===== config.mk =====
export PLATFORM = sky130hd
export DESIGN_NAME = i2c_cfg_sequencer
export DESIGN_NICKNAME = d
export VERILOG_FILES = /design/src/rtl/i2c_cfg_pkg.sv /design/src/rtl/i2c_phase_div.sv /design/src/rtl/i2c_cfg_sequencer.sv
export SDC_FILE = /design/constraint.sdc
export NUM_CORES = 1
export LEC_CHECK = 0
export ABC_CLOCK_PERIOD_IN_PS = 4400
export CAP_MARGIN = 20
export CORE_MARGIN = 2
export CORE_UTILIZATION = 45
export CTS_CLUSTER_DIAMETER = 120
export DETAILED_ROUTE_END_ITERATION = 16
export GPL_TIMING_DRIVEN = 0
export HOLD_SLACK_MARGIN = 0.02
export MAX_ROUTING_LAYER = met4
export PLACE_DENSITY = 0.74
export SLEW_MARGIN = 30
export SYNTH_ARGS = -nofsm -noshare
export SYNTH_HDL_FRONTEND = slang
export SYNTH_SLANG_ARGS = --single-unit
export TNS_END_PERCENT = 50

===== constraint.sdc =====
create_clock -name clk -period 4.4 [get_ports clk]
set_input_delay 0.44 -clock clk [delete_from_list [all_inputs] [get_ports clk]]
set_output_delay 0.44 -clock clk [all_outputs]
set_load 0.005 [all_outputs]

===== src/rtl/i2c_cfg_pkg.sv =====
// Shared definitions for the I2C register-table sequencer.
package i2c_cfg_pkg;

  typedef enum logic [2:0] {
    ST_IDLE,
    ST_START,
    ST_BIT,
    ST_ACK,
    ST_STOP,
    ST_NEXT,
    ST_FIN,
    ST_ERR
  } seq_state_e;

  localparam logic [1:0] Q0 = 2'd0;
  localparam logic [1:0] Q1 = 2'd1;
  localparam logic [1:0] Q2 = 2'd2;
  localparam logic [1:0] Q3 = 2'd3;

  localparam logic [7:0] DEV_ADDR_DEF = 8'h4A;

endpackage


===== src/rtl/i2c_phase_div.sv =====
// Quarter-phase divider: tick every CLK_DIV cycles plus a 2-bit quarter index.
module i2c_phase_div #(
  parameter int CLK_DIV = 250
) (
  input  logic       clk,
  input  logic       rst,
  input  logic       en,
  input  logic       clr,
  output logic       tick,
  output logic [1:0] qtr
);

  localparam int CNT_W = (CLK_DIV > 1) ? $clog2(CLK_DIV) : 1;

  logic [CNT_W-1:0] cnt_q, cnt_d;
  logic [1:0]       qtr_q, qtr_d;

  assign tick = en && (cnt_q == CNT_W'(CLK_DIV - 1));
  assign qtr  = qtr_q;

  always_comb begin
    cnt_d = cnt_q;
    qtr_d = qtr_q;
    if (clr || !en) begin
      cnt_d = '0;
      qtr_d = '0;
    end else if (tick) begin
      cnt_d = '0;
      qtr_d = qtr_q + 2'd1;
    end else begin
      cnt_d = cnt_q + CNT_W'(1);
    end
  end

  always_ff @(posedge clk or posedge rst) begin
    if (rst) begin
      cnt_q <= '0;
      qtr_q <= '0;
    end else begin
      cnt_q <= cnt_d;
      qtr_q <= qtr_d;
    end
  end

endmodule


===== src/rtl/i2c_cfg_sequencer.sv =====
// Writes every register-table entry to the video decoder as a 3-byte I2C
// write (device address, sub-address, data), retrying NACKed entries.
module i2c_cfg_sequencer
  import i2c_cfg_pkg::*;
#(
  parameter logic [7:0] DEV_ADDR  = DEV_ADDR_DEF,
  parameter int         NUM_REGS  = 20,
  parameter int         IDX_W     = 5,
  parameter int         CLK_DIV   = 250,
  parameter int         MAX_RETRY = 3
) (
  input  logic             clk,
  input  logic             reset,
  input  logic             start,
  output logic [IDX_W-1:0] cfg_index,
  input  logic [7:0]       cfg_subaddr,
  input  logic [7:0]       cfg_data,
  output logic             scl_oe,
  output logic             sda_oe,
  input  logic             sda_in,
  output logic             busy,
  output logic             done,
  output logic             error
);

  localparam int RTY_W = (MAX_RETRY > 0) ? $clog2(MAX_RETRY + 1) : 1;

  seq_state_e       state_q, state_d;
  logic             scl_oe_q, scl_oe_d;
  logic             sda_oe_q, sda_oe_d;
  logic [IDX_W-1:0] idx_q, idx_d;
  logic [RTY_W-1:0] retry_q, retry_d;
  logic [1:0]       byte_cnt_q, byte_cnt_d;
  logic [2:0]       bit_cnt_q, bit_cnt_d;
  logic [7:0]       shreg_q, shreg_d;
  logic             ok_q, ok_d;
  logic             stop_wait_q, stop_wait_d;
  logic             busy_q, busy_d;
  logic             done_q, done_d;
  logic             error_q, error_d;
  logic             sda_meta_q, sda_sync_q;

  logic       tick;
  logic [1:0] qtr;
  logic       div_clr;

  i2c_phase_div #(.CLK_DIV(CLK_DIV)) u_div (
    .clk  (clk),
    .rst  (reset),
    .en   (busy_q),
    .clr  (div_clr),
    .tick (tick),
    .qtr  (qtr)
  );

  assign cfg_index = idx_q;
  assign scl_oe    = scl_oe_q;
  assign sda_oe    = sda_oe_q;
  assign busy      = busy_q;
  assign done      = done_q;
  assign error     = error_q;

  always_comb begin
    state_d     = state_q;
    scl_oe_d    = scl_oe_q;
    sda_oe_d    = sda_oe_q;
    idx_d       = idx_q;
    retry_d     = retry_q;
    byte_cnt_d  = byte_cnt_q;
    bit_cnt_d   = bit_cnt_q;
    shreg_d     = shreg_q;
    ok_d        = ok_q;
    stop_wait_d = stop_wait_q;
    busy_d      = busy_q;
    done_d      = done_q;
    error_d     = error_q;
    div_clr     = 1'b0;

    if (state_q == ST_IDLE) begin
      if (start) begin
        state_d  = ST_START;
        done_d   = 1'b0;
        error_d  = 1'b0;
        idx_d    = '0;
        retry_d  = '0;
        busy_d   = 1'b1;
        scl_oe_d = 1'b0;
        sda_oe_d = 1'b0;
        div_clr  = 1'b1;
      end
    end else if (tick) begin
      case (state_q)
        ST_START: begin
          case (qtr)
            Q0: begin
              scl_oe_d = 1'b0;
              sda_oe_d = 1'b0;
            end
            Q1: sda_oe_d = 1'b1;
            Q2: scl_oe_d = 1'b1;
            default: begin
              shreg_d    = DEV_ADDR;
              byte_cnt_d = 2'd0;
              bit_cnt_d  = 3'd7;
              state_d    = ST_BIT;
            end
          endcase
        end
        ST_BIT: begin
          case (qtr)
            Q0: sda_oe_d = ~shreg_q[7];
            Q1: scl_oe_d = 1'b0;
            Q2: ;
            default: begin
              scl_oe_d = 1'b1;
              if (bit_cnt_q == 3'd0) begin
                state_d = ST_ACK;
              end else begin
                shreg_d   = {shreg_q[6:0], 1'b0};
                bit_cnt_d = bit_cnt_q - 3'd1;
              end
            end
          endcase
        end
        ST_ACK: begin
          case (qtr)
            Q0: sda_oe_d = 1'b0;
            Q1: scl_oe_d = 1'b0;
            Q2: ok_d = ~sda_sync_q;
            default: begin
              scl_oe_d    = 1'b1;
              stop_wait_d = 1'b0;
              if (ok_q && byte_cnt_q != 2'd2) begin
                shreg_d    = (byte_cnt_q == 2'd0) ? cfg_subaddr : cfg_data;
                byte_cnt_d = byte_cnt_q + 2'd1;
                bit_cnt_d  = 3'd7;
                state_d    = ST_BIT;
              end else begin
                state_d = ST_STOP;
              end
            end
          endcase
        end
        // First pass drives the STOP condition, second pass is bus-free time.
        ST_STOP: begin
          case (qtr)
            Q0: if (!stop_wait_q) sda_oe_d = 1'b1;
            Q1: if (!stop_wait_q) scl_oe_d = 1'b0;
            Q2: if (!stop_wait_q) sda_oe_d = 1'b0;
            default: begin
              if (stop_wait_q) state_d = ST_NEXT;
              stop_wait_d = 1'b1;
            end
          endcase
        end
        ST_NEXT: begin
          if (ok_q && idx_q == IDX_W'(NUM_REGS - 1)) begin
            state_d = ST_FIN;
          end else if (ok_q) begin
            idx_d   = idx_q + IDX_W'(1);
            retry_d = '0;
            state_d = ST_START;
            div_clr = 1'b1;
          end else if (retry_q < RTY_W'(MAX_RETRY)) begin
            retry_d = retry_q + RTY_W'(1);
            state_d = ST_START;
            div_clr = 1'b1;
          end else begin
            state_d = ST_ERR;
          end
        end
        ST_FIN: begin
          done_d  = 1'b1;
          busy_d  = 1'b0;
          state_d = ST_IDLE;
        end
        ST_ERR: begin
          error_d = 1'b1;
          busy_d  = 1'b0;
          state_d = ST_IDLE;
        end
        default: state_d = ST_IDLE;
      endcase
    end
  end

  always_ff @(posedge clk or posedge reset) begin
    if (reset) begin
      state_q     <= ST_IDLE;
      scl_oe_q    <= 1'b0;
      sda_oe_q    <= 1'b0;
      idx_q       <= '0;
      retry_q     <= '0;
      byte_cnt_q  <= '0;
      bit_cnt_q   <= '0;
      shreg_q     <= '0;
      ok_q        <= 1'b0;
      stop_wait_q <= 1'b0;
      busy_q      <= 1'b0;
      done_q      <= 1'b0;
      error_q     <= 1'b0;
      sda_meta_q  <= 1'b1;
      sda_sync_q  <= 1'b1;
    end else begin
      state_q     <= state_d;
      scl_oe_q    <= scl_oe_d;
      sda_oe_q    <= sda_oe_d;
      idx_q       <= idx_d;
      retry_q     <= retry_d;
      byte_cnt_q  <= byte_cnt_d;
      bit_cnt_q   <= bit_cnt_d;
      shreg_q     <= shreg_d;
      ok_q        <= ok_d;
      stop_wait_q <= stop_wait_d;
      busy_q      <= busy_d;
      done_q      <= done_d;
      error_q     <= error_d;
      sda_meta_q  <= sda_in;
      sda_sync_q  <= sda_meta_q;
    end
  end

endmodule


==> flow_metrics.env <==
export IMPL_cts_sink_count=42
export IMPL_setup_violations=0
export IMPL_clk_pin_slew_worst_paths_ns=0.08
export IMPL_worstHoldPathCells=0
export IMPL_critical_path_startpoint_type="flop"
export IMPL_cts_root_buf="clkbuf_8"
export IMPL_cts_max_level=2
export IMPL_grt_start_max_net_pins=25
export IMPL_die_w_um=78.18
export IMPL_slew_limit_headroom_pct=50.58
export IMPL_cts_buffer_depth=2
export IMPL_syn_area_sq_um=2476
export IMPL_synth_top_area_cell="dfrtp_1"
export IMPL_ys_ff_latch=42
export IMPL_hold_buffers=0
export IMPL_tightest_slew_ns=0.7356
export IMPL_rr_startpoint="u_div.cnt_q[1]$_DFF_PP0_"
export IMPL_start_util_pct=45.81
export IMPL_place_ws_ns=2.192
export IMPL_async_flop_share_pct=100.0
export IMPL_fmax_ghz=0.4596
export IMPL_p_per_area_nw_per_um2=403.1
export IMPL_utilization_pct=55.39
export IMPL_placementRows=27
export IMPL_finalCriticalPeriod_ns=2.176
export IMPL_die_area_sq_um=6112
export IMPL_synth_edf_count=0
export IMPL_p_leak_nw=1.348
export IMPL_syn_inst=267
export IMPL_grt_pass1_wl_mm=9.218
export IMPL_hpwlAfterDp_mm=3.952
export IMPL_slew_violations=0
export IMPL_grtUsageTotal_pct=19.11
export IMPL_final_hold_viol_count=0
export IMPL_nets=336
export IMPL_synthTopCellsByArea="dfrtp_1 40%, ha_1 6.1%, o21ai_0 4.0%"
export IMPL_synth_seq_area_share_pct=42.55
export IMPL_drtIter0Drc=290
export IMPL_min_period_over_period_pct=49.45
export IMPL_rsz0062_at_grt="no"
export IMPL_syn_area_per_cell_sq_um=9.274
export IMPL_ys_warn_count=0
export IMPL_ys_types=55
export IMPL_ant_nets=0
export IMPL_viasPerCell=5.424
export IMPL_yosysMostFrequentCell="dfrtp_1"
export IMPL_crit_chain="inv_1 > ha_1 > and4b_1 > nor4b_1 > o21ai_1 > clkbuf_1 > o21ai_0 > o21ai_0"
export IMPL_place_congestion=0.8959
export IMPL_yosysTopAreaCellShare_pct=40.42
export IMPL_ff2ff_path_depth=8
export IMPL_grt_overflow=0
export IMPL_fp_dieH_um=78.18
export IMPL_hold_ws_ns=0.3603
export IMPL_dp_cells=369
export IMPL_ys_flop_type="dfrtp_1"
export IMPL_critPathMaxFanout=10
export IMPL_reg2reg_setup_slack_ns=2.22
export IMPL_drcViolationCount=0
export IMPL_grt_pass1_vias=1965
export IMPL_dr_pass1_iters=4
export IMPL_cts_buffers=5
export IMPL_antenna_cells=0
export IMPL_area_delta_synth_final_pct=20.92
export IMPL_num_fill_cells=506
export IMPL_clock_skew_ns=0.006924
export IMPL_antenna_found_initial=0
export IMPL_cts_setup_buffers=0
export IMPL_design_core_area_sq_um=5405
export IMPL_setup_tns_ns=0
export IMPL_synth_common_cells="40 x dfrtp_1, 26 x nand2_1, 26 x nor2_1"
export IMPL_cp_slowest_cell="nor4b_1"
export IMPL_hp_class="flop to flop"
export IMPL_ios=30
export IMPL_cts_tree="done"
export IMPL_cp_slowest_stage_delay_ns=0.42
export IMPL_outcome="finished clean"
export IMPL_cp_end_kind="flop"
export IMPL_cpLargestDelayFamily="simple AND/OR/NAND/NOR gates"
export IMPL_postCtsResizedCells=0
export IMPL_min_to="sda_sync_q$_DFF_PP1_"
export IMPL_routed_via_count=2045
export IMPL_synth_nets=299
export IMPL_io_buffers=29
export IMPL_post_drt_wl_per_cell_um=14.02
export IMPL_worstReg2RegEnd="bit_cnt_q[0]$_DFFE_PP0P_"
export IMPL_maxCapViolCount=0
export IMPL_wirelength_mm=5.285
export IMPL_path_class="flop to flop"
export IMPL_stdcell_count=377
export IMPL_crit_required_ns=4.57
export IMPL_path_buf_inv=2
export IMPL_crit_arrival_ns=2.35
export IMPL_cp_common_cell="o21ai_0"
export IMPL_vdd_drop_max_mv=0.2912
export IMPL_hp_start="sda_meta_q$_DFF_PP1_"
export IMPL_worst_slack_ns=2.224
export IMPL_worst_skew_pair_late_latency_ns=0.30
export IMPL_drive_above_1_share_pct=12.13
-- cell usage in the layout (no fill, tap or decap), types with 12 or more instances in the layout --
master	Yosys	routed
dfrtp_1	40	40
clkdlybuf4s50_1	0	29
nand2_1	26	26
nor2_1	26	26
inv_1	13	12
a21oi_1	18	18
o21ai_0	20	20
ha_1	12	12
-- kinds of logic after synthesis --
logic type / synth area share (%)
buffers and inverters: 4.952
XOR/XNOR: 2.122
multiplexers: 7.630
AND/OR/NAND/NOR: 20.82
AO/OA/AOI/OAI: 15.87
adder cells (fa/ha/maj): 6.064
flip-flops: 42.55
-- report_power, final --
group,switching [mW],leakage [nW],total (mW),internal [mW]
registers,0.0563,0.497,0.506,0.450
clock network,0.134,0.0575,0.292,0.159
logic,0.215,0.793,0.408,0.194
-- through the flow --
stage                     power, mW  cell area (sq um)
final                         1.207               2994
after global routing          1.295               2994
after detailed placement     0.9215               2884
after floorplan              0.7840               2476
after global placement       0.9048               2856
after CTS                     1.216               2994
-- state kept, by name, indices dropped and copies added, names as in the netlist, 2 cells and up --
signal,flops
shreg_q,8
u_div.cnt_q,8
bit_cnt_q,3
byte_cnt_q,2
retry_q,2
state_q,3
cfg_index,5
u_div.qtr,2
-- per-layer routing --
layer  vias up  part of all wire [%]  track usage [%]
li1       1010                     -                -
met1       988                    48            26.75
met2        37                    47            27.67
met3        10                   3.6            3.793
met4         0                   1.7            7.018
met5         -                     0                -
-- worst max path at each step --
| stage | start | endpoint | slack, ns | cells after the start |
|---|---|---|---|---|
| final | u_div.cnt_q[1]$_DFF_PP0_ | bit_cnt_q[0]$_DFFE_PP0P_ | 2.22 | 8 |
| after global routing | u_div.cnt_q[1]$_DFF_PP0_ | bit_cnt_q[0]$_DFFE_PP0P_ | 2.05 | 8 |
| after CTS | u_div.cnt_q[1]$_DFF_PP0_ | bit_cnt_q[0]$_DFFE_PP0P_ | 2.20 | 8 |
| after detailed placement | start | sda_oe$_DFFE_PP0P_ | 2.19 | 6 |
| after global placement | reset | cfg_index[1]$_DFFE_PP0P_ | 2.11 | 2 |
| after floorplan | u_div.cnt_q[1]$_DFF_PP0_ | cfg_index[0]$_DFFE_PP0P_ | 2.49 | 8 |
-- cell type report --
| cell class | count | area (sq um) | area share (%) |
|---|---|---|---|
| tap | 72 | 90.09 | 3.009 |
| timing repair buffer | 30 | 317.8 | 10.61 |
| buffer | 14 | 70.07 | 2.340 |
| inverter | 14 | 52.55 | 1.755 |
| sequential | 42 | 1054 | 35.19 |
| clock buffer | 8 | 110.1 | 3.677 |
| multi-input combinational | 197 | 1300 | 43.42 |
(Power assumes the default switching activity.)
